### src/rtl/spi_final.sv
// spi_final: byte FIFO feeding a serial transmitter on spi_mosi_out.
// Frame: start 0, data bits MSB first, optional odd parity, stop 1; each bit
// lasts CLK_DIV cycles of m_clk. A 0->1 edge on data_av enqueues data_in.
// Optional feature macro: SPI_FINAL_PARITY_EN adds an odd-parity bit after data bit 0.
// n_reset is synchronous and active-high despite its name.
module spi_final #(
  parameter int unsigned CLK_DIV    = 4,
  parameter int unsigned FIFO_DEPTH = 8
) (
  input  logic       m_clk,
  input  logic       n_reset,
  input  logic [7:0] data_in,
  input  logic       data_av,
  output logic       spi_mosi_out
);

  localparam int unsigned AW = (FIFO_DEPTH > 1) ? $clog2(FIFO_DEPTH) : 1;
  localparam int unsigned CW = AW + 1;

  localparam logic [2:0] StIdle  = 3'd0;
  localparam logic [2:0] StStart = 3'd1;
  localparam logic [2:0] StData  = 3'd2;
`ifdef SPI_FINAL_PARITY_EN
  localparam logic [2:0] StPar   = 3'd3;
`endif
  localparam logic [2:0] StStop  = 3'd4;

  logic          av_q, av_d;
  logic [2:0]    state_q, state_d;
  logic [7:0]    div_q, div_d;
  logic [2:0]    bit_q, bit_d;
  logic [7:0]    shift_q, shift_d;
  logic          mosi_q, mosi_d;
  logic [AW-1:0] wr_ptr_q, wr_ptr_d;
  logic [AW-1:0] rd_ptr_q, rd_ptr_d;
  logic [CW-1:0] count_q, count_d;
  logic [7:0]    mem_q [FIFO_DEPTH];
  logic [7:0]    mem_d [FIFO_DEPTH];
`ifdef SPI_FINAL_PARITY_EN
  logic          parity_q, parity_d;
`endif

  logic       write;
  logic       push;
  logic       pop;
  logic       fifo_empty;
  logic       bit_end;
  logic [7:0] head;

  // Write detection and FIFO bookkeeping; full test uses the pre-edge count so
  // a same-edge pop never makes room for a simultaneous write.
  always_comb begin
    av_d       = data_av;
    write      = data_av & ~av_q;
    push       = write & (count_q != CW'(FIFO_DEPTH));
    fifo_empty = (count_q == '0);
    head       = mem_q[rd_ptr_q];
    mem_d      = mem_q;
    if (push) begin
      mem_d[wr_ptr_q] = data_in;
    end
    wr_ptr_d = push ? wr_ptr_q + AW'(1) : wr_ptr_q;
    rd_ptr_d = pop ? rd_ptr_q + AW'(1) : rd_ptr_q;
    count_d  = count_q + CW'(push) - CW'(pop);
  end

  // Transmitter FSM: the divider restarts at every bit boundary.
  always_comb begin
    bit_end  = (div_q == 8'(CLK_DIV - 1));
    state_d  = state_q;
    div_d    = bit_end ? 8'd0 : div_q + 8'd1;
    bit_d    = bit_q;
    shift_d  = shift_q;
    mosi_d   = mosi_q;
    pop      = 1'b0;
`ifdef SPI_FINAL_PARITY_EN
    parity_d = parity_q;
`endif
    unique case (state_q)
      StIdle: begin
        mosi_d = 1'b1;
        div_d  = 8'd0;
        if (!fifo_empty) begin
          pop      = 1'b1;
          shift_d  = head;
          mosi_d   = 1'b0;
          state_d  = StStart;
`ifdef SPI_FINAL_PARITY_EN
          parity_d = ~^head;
`endif
        end
      end
      StStart: begin
        if (bit_end) begin
          state_d = StData;
          mosi_d  = shift_q[7];
          shift_d = {shift_q[6:0], 1'b0};
          bit_d   = 3'd0;
        end
      end
      StData: begin
        if (bit_end) begin
          if (bit_q == 3'd7) begin
`ifdef SPI_FINAL_PARITY_EN
            state_d = StPar;
            mosi_d  = parity_q;
`else
            state_d = StStop;
            mosi_d  = 1'b1;
`endif
          end else begin
            bit_d   = bit_q + 3'd1;
            mosi_d  = shift_q[7];
            shift_d = {shift_q[6:0], 1'b0};
          end
        end
      end
`ifdef SPI_FINAL_PARITY_EN
      StPar: begin
        if (bit_end) begin
          state_d = StStop;
          mosi_d  = 1'b1;
        end
      end
`endif
      StStop: begin
        if (bit_end) begin
          if (!fifo_empty) begin
            // Back-to-back frame: no idle gap between stop and next start.
            pop      = 1'b1;
            shift_d  = head;
            mosi_d   = 1'b0;
            state_d  = StStart;
`ifdef SPI_FINAL_PARITY_EN
            parity_d = ~^head;
`endif
          end else begin
            mosi_d  = 1'b1;
            state_d = StIdle;
          end
        end
      end
      default: begin
        state_d = StIdle;
        mosi_d  = 1'b1;
        div_d   = 8'd0;
      end
    endcase
  end

  // State registers with synchronous active-high reset.
  always_ff @(posedge m_clk) begin
    if (n_reset) begin
      av_q     <= 1'b0;
      state_q  <= StIdle;
      div_q    <= 8'd0;
      bit_q    <= 3'd0;
      shift_q  <= 8'd0;
      mosi_q   <= 1'b1;
      wr_ptr_q <= '0;
      rd_ptr_q <= '0;
      count_q  <= '0;
      for (int i = 0; i < int'(FIFO_DEPTH); i++) begin
        mem_q[i] <= 8'd0;
      end
`ifdef SPI_FINAL_PARITY_EN
      parity_q <= 1'b0;
`endif
    end else begin
      av_q     <= av_d;
      state_q  <= state_d;
      div_q    <= div_d;
      bit_q    <= bit_d;
      shift_q  <= shift_d;
      mosi_q   <= mosi_d;
      wr_ptr_q <= wr_ptr_d;
      rd_ptr_q <= rd_ptr_d;
      count_q  <= count_d;
      mem_q    <= mem_d;
`ifdef SPI_FINAL_PARITY_EN
      parity_q <= parity_d;
`endif
    end
  end

  assign spi_mosi_out = mosi_q;

endmodule

### config.mk
export PLATFORM = sky130hd
export DESIGN_NAME = spi_final
export DESIGN_NICKNAME = d
export VERILOG_FILES = /design/src/rtl/spi_final.sv
export SDC_FILE = /design/constraint.sdc
export NUM_CORES = 1
export LEC_CHECK = 0
export BUFFER_PORTS_ARGS = -buffer_cell sky130_fd_sc_hd__buf_2
export CORE_UTILIZATION = 60
export CTS_CLUSTER_DIAMETER = 50
export DETAILED_ROUTE_END_ITERATION = 7
export GPL_TIMING_DRIVEN = 0
export MAX_ROUTING_LAYER = met4
export PLACE_DENSITY = 0.77
export SLEW_MARGIN = 25
export SYNTH_ARGS = -nofsm -noshare
export SYNTH_HDL_FRONTEND = slang
export SYNTH_SLANG_ARGS = --single-unit
export TNS_END_PERCENT = 10
### constraint.sdc
create_clock -name m_clk -period 4.9 [get_ports m_clk]
set_clock_uncertainty 0.05 [all_clocks]
set_input_delay 1.47 -clock m_clk [delete_from_list [all_inputs] [get_ports m_clk]]
set_output_delay 1.47 -clock m_clk [all_outputs]
set_load 0.05 [all_outputs]
* Yosys cells after proc, flatten, opt, wreduce, memory -nomap -nowiden
Index checks and enable logic that the tools add are counted.
Cells by class: add/sub/neg operators 6, multipliers 0, divide/modulo/power cells 0, $lt $le $gt $ge 3, eq/ne operators 12, shifts and indexed selects 0, mux-type cells 32, bitwise operators 6, reduce and logical (&&, ||, !) cells 11
Operator list (number):
- $bwmux W64 | 1
- $mux W8 | 8
- $pmux W8 S4 | 1
- $bmux W8 S3 | 1
- $demux W8 S3 | 1
- $mux W3 | 8
- $ne A2 B2 Y1 const B | 6
- $pmux W3 S4 | 1
- $reduce_and A5 Y1 | 2
- $add A3 B1 Y3 const B | 3
- $add A8 B1 Y8 const B | 1
- $eq A8 B2 Y1 const B | 1
- $ge A4 B4 Y1 const B | 2
- $mux W1 | 8
- $not A3 Y4 | 2
- $eq A3 B3 Y1 const B | 2
- $pmux W3 S2 | 1
- $reduce_or A3 Y1 | 2
- $add A4 B1 Y4 | 1
- $logic_not A4 Y1 | 1
- $lt A4 B1 Y1 const B | 1
- $ne A4 B4 Y1 const B | 1
- $pmux W1 S4 | 1
- $reduce_and A4 Y1 | 1
- other kinds (11) | 13
Word-level totals: flip-flop bits (word level) 98, bits in latches 0, memory bits (writable) 0, ROM bits 0, bits of input ports 11, output and inout bits 1, logic and storage cells 87, memories 0

* Depth between registers and ports, before layout
word-level depth 7, depth in mapped cells 12, gate-level depth less buffers 12

* Worst setup path after synthesis
No wires, ideal clock.
path type input to register, from in data_av, to reg count_q[2], library setup time 128 ps, arrival time 3030 ps, required time 4722 ps, slack 1692 ps, stages 9, path buffers 0, cell sequence inv_1 a211oi_4 inv_2 ha_1 inv_1 ha_1 fa_1 xnor2_1 nor2_1
Between the ends: word-level cells in the longest chain between the ends 4
Ends and longest elaborated chain:
- from (decl) | line 13 | input logic data_av,
- $and A1 B1 Y1 | line 54 | write = data_av & ~av_q;
- $and A1 B1 Y1 | line 55 | push = write & (count_q != CW'(FIFO_DEPTH));
- $add A4 B1 Y4 | line 64 | count_d = count_q + CW'(push) - CW'(pop);
- $sub A4 B1 Y4 | line 64
- to (signal assigned) | line 178 | count_q <= count_d;
- to (decl) | line 36 | logic [CW-1:0] count_q, count_d;
Every way passes these cells. A chain may end at the register's enable or synchronous reset.

* Final worst setup path
Ends and elaborated chain as after synthesis.

==> reports/results.txt <==
Setup tns final: 0 ps
Share of layout cells above drive strength 1: 10.88%
Cell Int Power: 0.001489 W
Overflow after GRT: 0
Synth cell types: 46
Clock latency on the worst-skew pair: 360 ps
Root Driver: clkbuf_8
Clk network pwr share: 24.6%
Syn Area/Cell: 9.609 um2
Area after DPL: 4636 um2
Async SR Flop Fraction: 0%
# port buffers: 3
Setup Buffers After CTS: 0
Clock Pin Slew Worst Setup and Hold Paths: 90 ps
GPL Wtd Cong: 0.8445
Post-cts resize count: 0
HP Class: flop to flop
DR iter-0 viols: 275
Switch Pwr: 0.0008121 W
Number of enable flip-flop cells after synthesis: 0
Final Cycle Share: 62.81%
Final setup viols: 0
CTS tree: yes
Fin. Hold Viols: 0
Slew margin rel.: 43.79%
Max Fanout on Critical Path: 8
Area Overhead vs Synth: 7.930%
Synth Flop Type: dfxtp_1
Final HPWL DP: 6661 um
Fin nets: 505
Vias per inst: 5.611
N_diodes: 0
Clock Sinks: 98
Num CTS Buffers: 9
Total Wirelength: 9394 um
First-pass GRT wire length: 15290 um
Die width: 88.57 um
Seq pwr share: 39.9%
Slew Limit Fails: 0
Crit. End Element: flop
Chip Height: 88.57 um
Syn nets: 491
Largest net degree at the start of global routing: 17
Worst Path Required: 5090 ps
Worst setup margin: 1822 ps
LEAKAGE: 2.003 nW
Final instance area: 4853 um2
Total power: 0.002302 W
H-Tree Depth: 3
Placement Setup Slack: 1432 ps
CP Cell Sequence: buf_2 -> inv_1 -> a211oi_4 -> inv_2 -> ha_1 -> inv_1 -> ha_1 -> fa_1 -> xnor2_1 -> nor2_1
Switching share of power: 35.28%
Maximum vdd drop: 0.2909 mV
Tot GR Track Use: 27.09%
Initial core utilization: 62.00%
RSZ-0062 raised after global routing: false
Via count: 3288
Fmax: 324.9 MHz
DRT antenna net count: 0
# IOs: 12
CP Launch Type: input port
CP max stage cell: fa_1
Run status: finished clean
Vias in the first global route: 3118
Mapped Area: 4497 um2
Maxcap violations: 0
Initial antenna violation count: 0
Final hold slack: 410.1 ps
First-pass DRT Iterations: 4
# DRC: 0
Crit-path leading delay family: adder cells
CP arrival: 3270 ps
# rows: 31
Worst slew pin tran: 836.8 ps
Die footprint: 7845 um2
Largest stage delay, worst path: 380 ps
Ys Warns: 0
Final min period: 3078 ps
PD cells: 474.2 nW/um2
Core area: 7253 um2
Clock Tree Buf Depth: 2
Sequential fraction of the synthesis area: 43.63%
Hold_buf cts: 0
Mapped Cells: 468
#FFs+latches synth: 98
Drt wl/cell: 16.03 um
Combinational share of power: 35.5%
Buf/Inv on CP: 4
CP Class: input port to flop
-- registers in the layout (all words and copies together) (netlist names) --
register      flops
av_q              1
spi_mosi_out      1
mem_q            64
rd_ptr_q          3
state_q           3
count_q           4
bit_q             3
wr_ptr_q          3
shift_q           8
div_q             8
-- layout by cell type (no fill, tap or decap), types with 2 or more instances in the layout --
master,instances
a2111oi_0,12
a211oi_1,8
a21oi_1,14
and2_1,2
buf_2,10
bufinv_16,2
clkbuf_1,27
clkbuf_8,9
clkinv_2,2
clkinvlp_4,2
dfxtp_1,98
ha_1,11
inv_1,12
mux2_2,13
mux2i_1,72
mux4_2,3
nand2_1,18
nand2b_1,4
nand3_1,6
nand3b_1,2
nand4b_1,2
nor2_1,84
nor2b_1,15
nor3_1,6
nor3_4,2
nor4b_1,2
o21ai_0,6
o22ai_1,6
or3_1,5
xnor2_1,5
xor2_1,7
-- logic make-up (layout without fill, tap and decap cells) --
group,Yosys count,after routing,share of synthesized area [%]
AOI/OAI and AO/OA,53,53,8.292
xor gates and xnor gates,12,12,2.337
adders and majority gates,12,12,3.506
buffers and inverters,49,68,4.396
DFF,98,98,43.63
muxes,88,88,20.78
and+or+nand+nor,156,156,17.06
-- path summary, 6_finish.rpt --
check / start / to / slack (ps) / depth (start not counted)
setup / recovery: data_av / count_q[2]$_SDFF_PP0_ / 1820 / 10
hold / removal: div_q[0]$_SDFF_PP0_ / div_q[0]$_SDFF_PP0_ / 410 / 1
setup reg to reg: div_q[5]$_SDFF_PP0_ / count_q[1]$_SDFF_PP0_ / 2170 / 9
hold reg to reg: div_q[0]$_SDFF_PP0_ / div_q[0]$_SDFF_PP0_ / 410 / 1
-- routing by layer --
metal  vias to the layer above  routed length, um  part of all wire [%]  global-route usage (%)
li1                       1644                  -                     -                       -
met1                      1575               4357                    46                   35.14
met2                        56               4529                    48                   43.50
met3                        13                389                   4.1                   5.131
met4                         0                117                   1.2                   7.185
met5                         -                  0                     0                       -
-- Yosys cell counts (2+ instances only) --
master / count / area share (%)
dfxtp_1: 98 / 44
xor2_1: 7 / 1.4
o21ai_0: 6 / 0.67
clkbuf_1: 27 / 2.3
o22ai_1: 6 / 0.83
nor3_1: 6 / 0.67
a2111oi_0: 12 / 2.3
nand4b_1: 2 / 0.39
a211oi_1: 8 / 1.3
nor2_1: 84 / 7.0
buf_2: 7 / 0.78
and2_1: 2 / 0.28
nand2b_1: 4 / 0.56
or3_1: 5 / 0.70
a21oi_1: 14 / 1.6
inv_1: 12 / 1.0
mux2i_1: 72 / 16
mux4_2: 3 / 1.5
nor3_4: 2 / 0.72
nor2b_1: 15 / 2.1
mux2_2: 13 / 3.3
nor4b_1: 2 / 0.39
xnor2_1: 5 / 0.97
nand2_1: 18 / 1.5
nand3_1: 6 / 0.67
ha_1: 11 / 3.1
nand3b_1: 2 / 0.33
-- worst reg2reg max path: cells and delay by family (launching register included) --
| family | cells | cell delay [ps] |
|---|---|---|
| flip-flops | 1 | 350 |
| AO/OA/AOI/OAI | 1 | 230 |
| AND/OR/NAND/NOR | 3 | 990 |
| buffers and inverters | 2 | 170 |
| adder cells (fa/ha/maj) | 3 | 830 |
-- stage by stage --
| stage | util (%) | instances |
|---|---|---|
| detailed placement | 63.91 | 570 |
| global placement | 63.91 | 570 |
| floorplan | - | 468 |
| finish | 66.91 | 586 |
| global route | 66.91 | 586 |
| CTS | 66.91 | 586 |
-- power by group through the flow --
stage | sequential (W) | clock, W | combinational [W]
after floorplan | 0.000936 | 0 | 0.000623
after global placement | 0.000934 | 0 | 0.000781
after detailed placement | 0.000937 | 0 | 0.000808
after CTS | 0.000918 | 0.000578 | 0.000812
after global routing | 0.000928 | 0.000604 | 0.000913
final | 0.000919 | 0.000565 | 0.000818
-- cell type report --
| cell class | instances | area [um2] |
|---|---|---|
| timing repair buffer | 3 | 15.01 |
| sequential | 98 | 1962 |
| buffer | 36 | 148.9 |
| fill | 583 | 2400 |
| tap | 99 | 123.9 |
| clock inverter | 7 | 93.84 |
| inverter | 13 | 48.80 |
| multi-input combinational | 321 | 2337 |
| clock buffer | 9 | 123.9 |
Power figures use the tool's default switching activity.
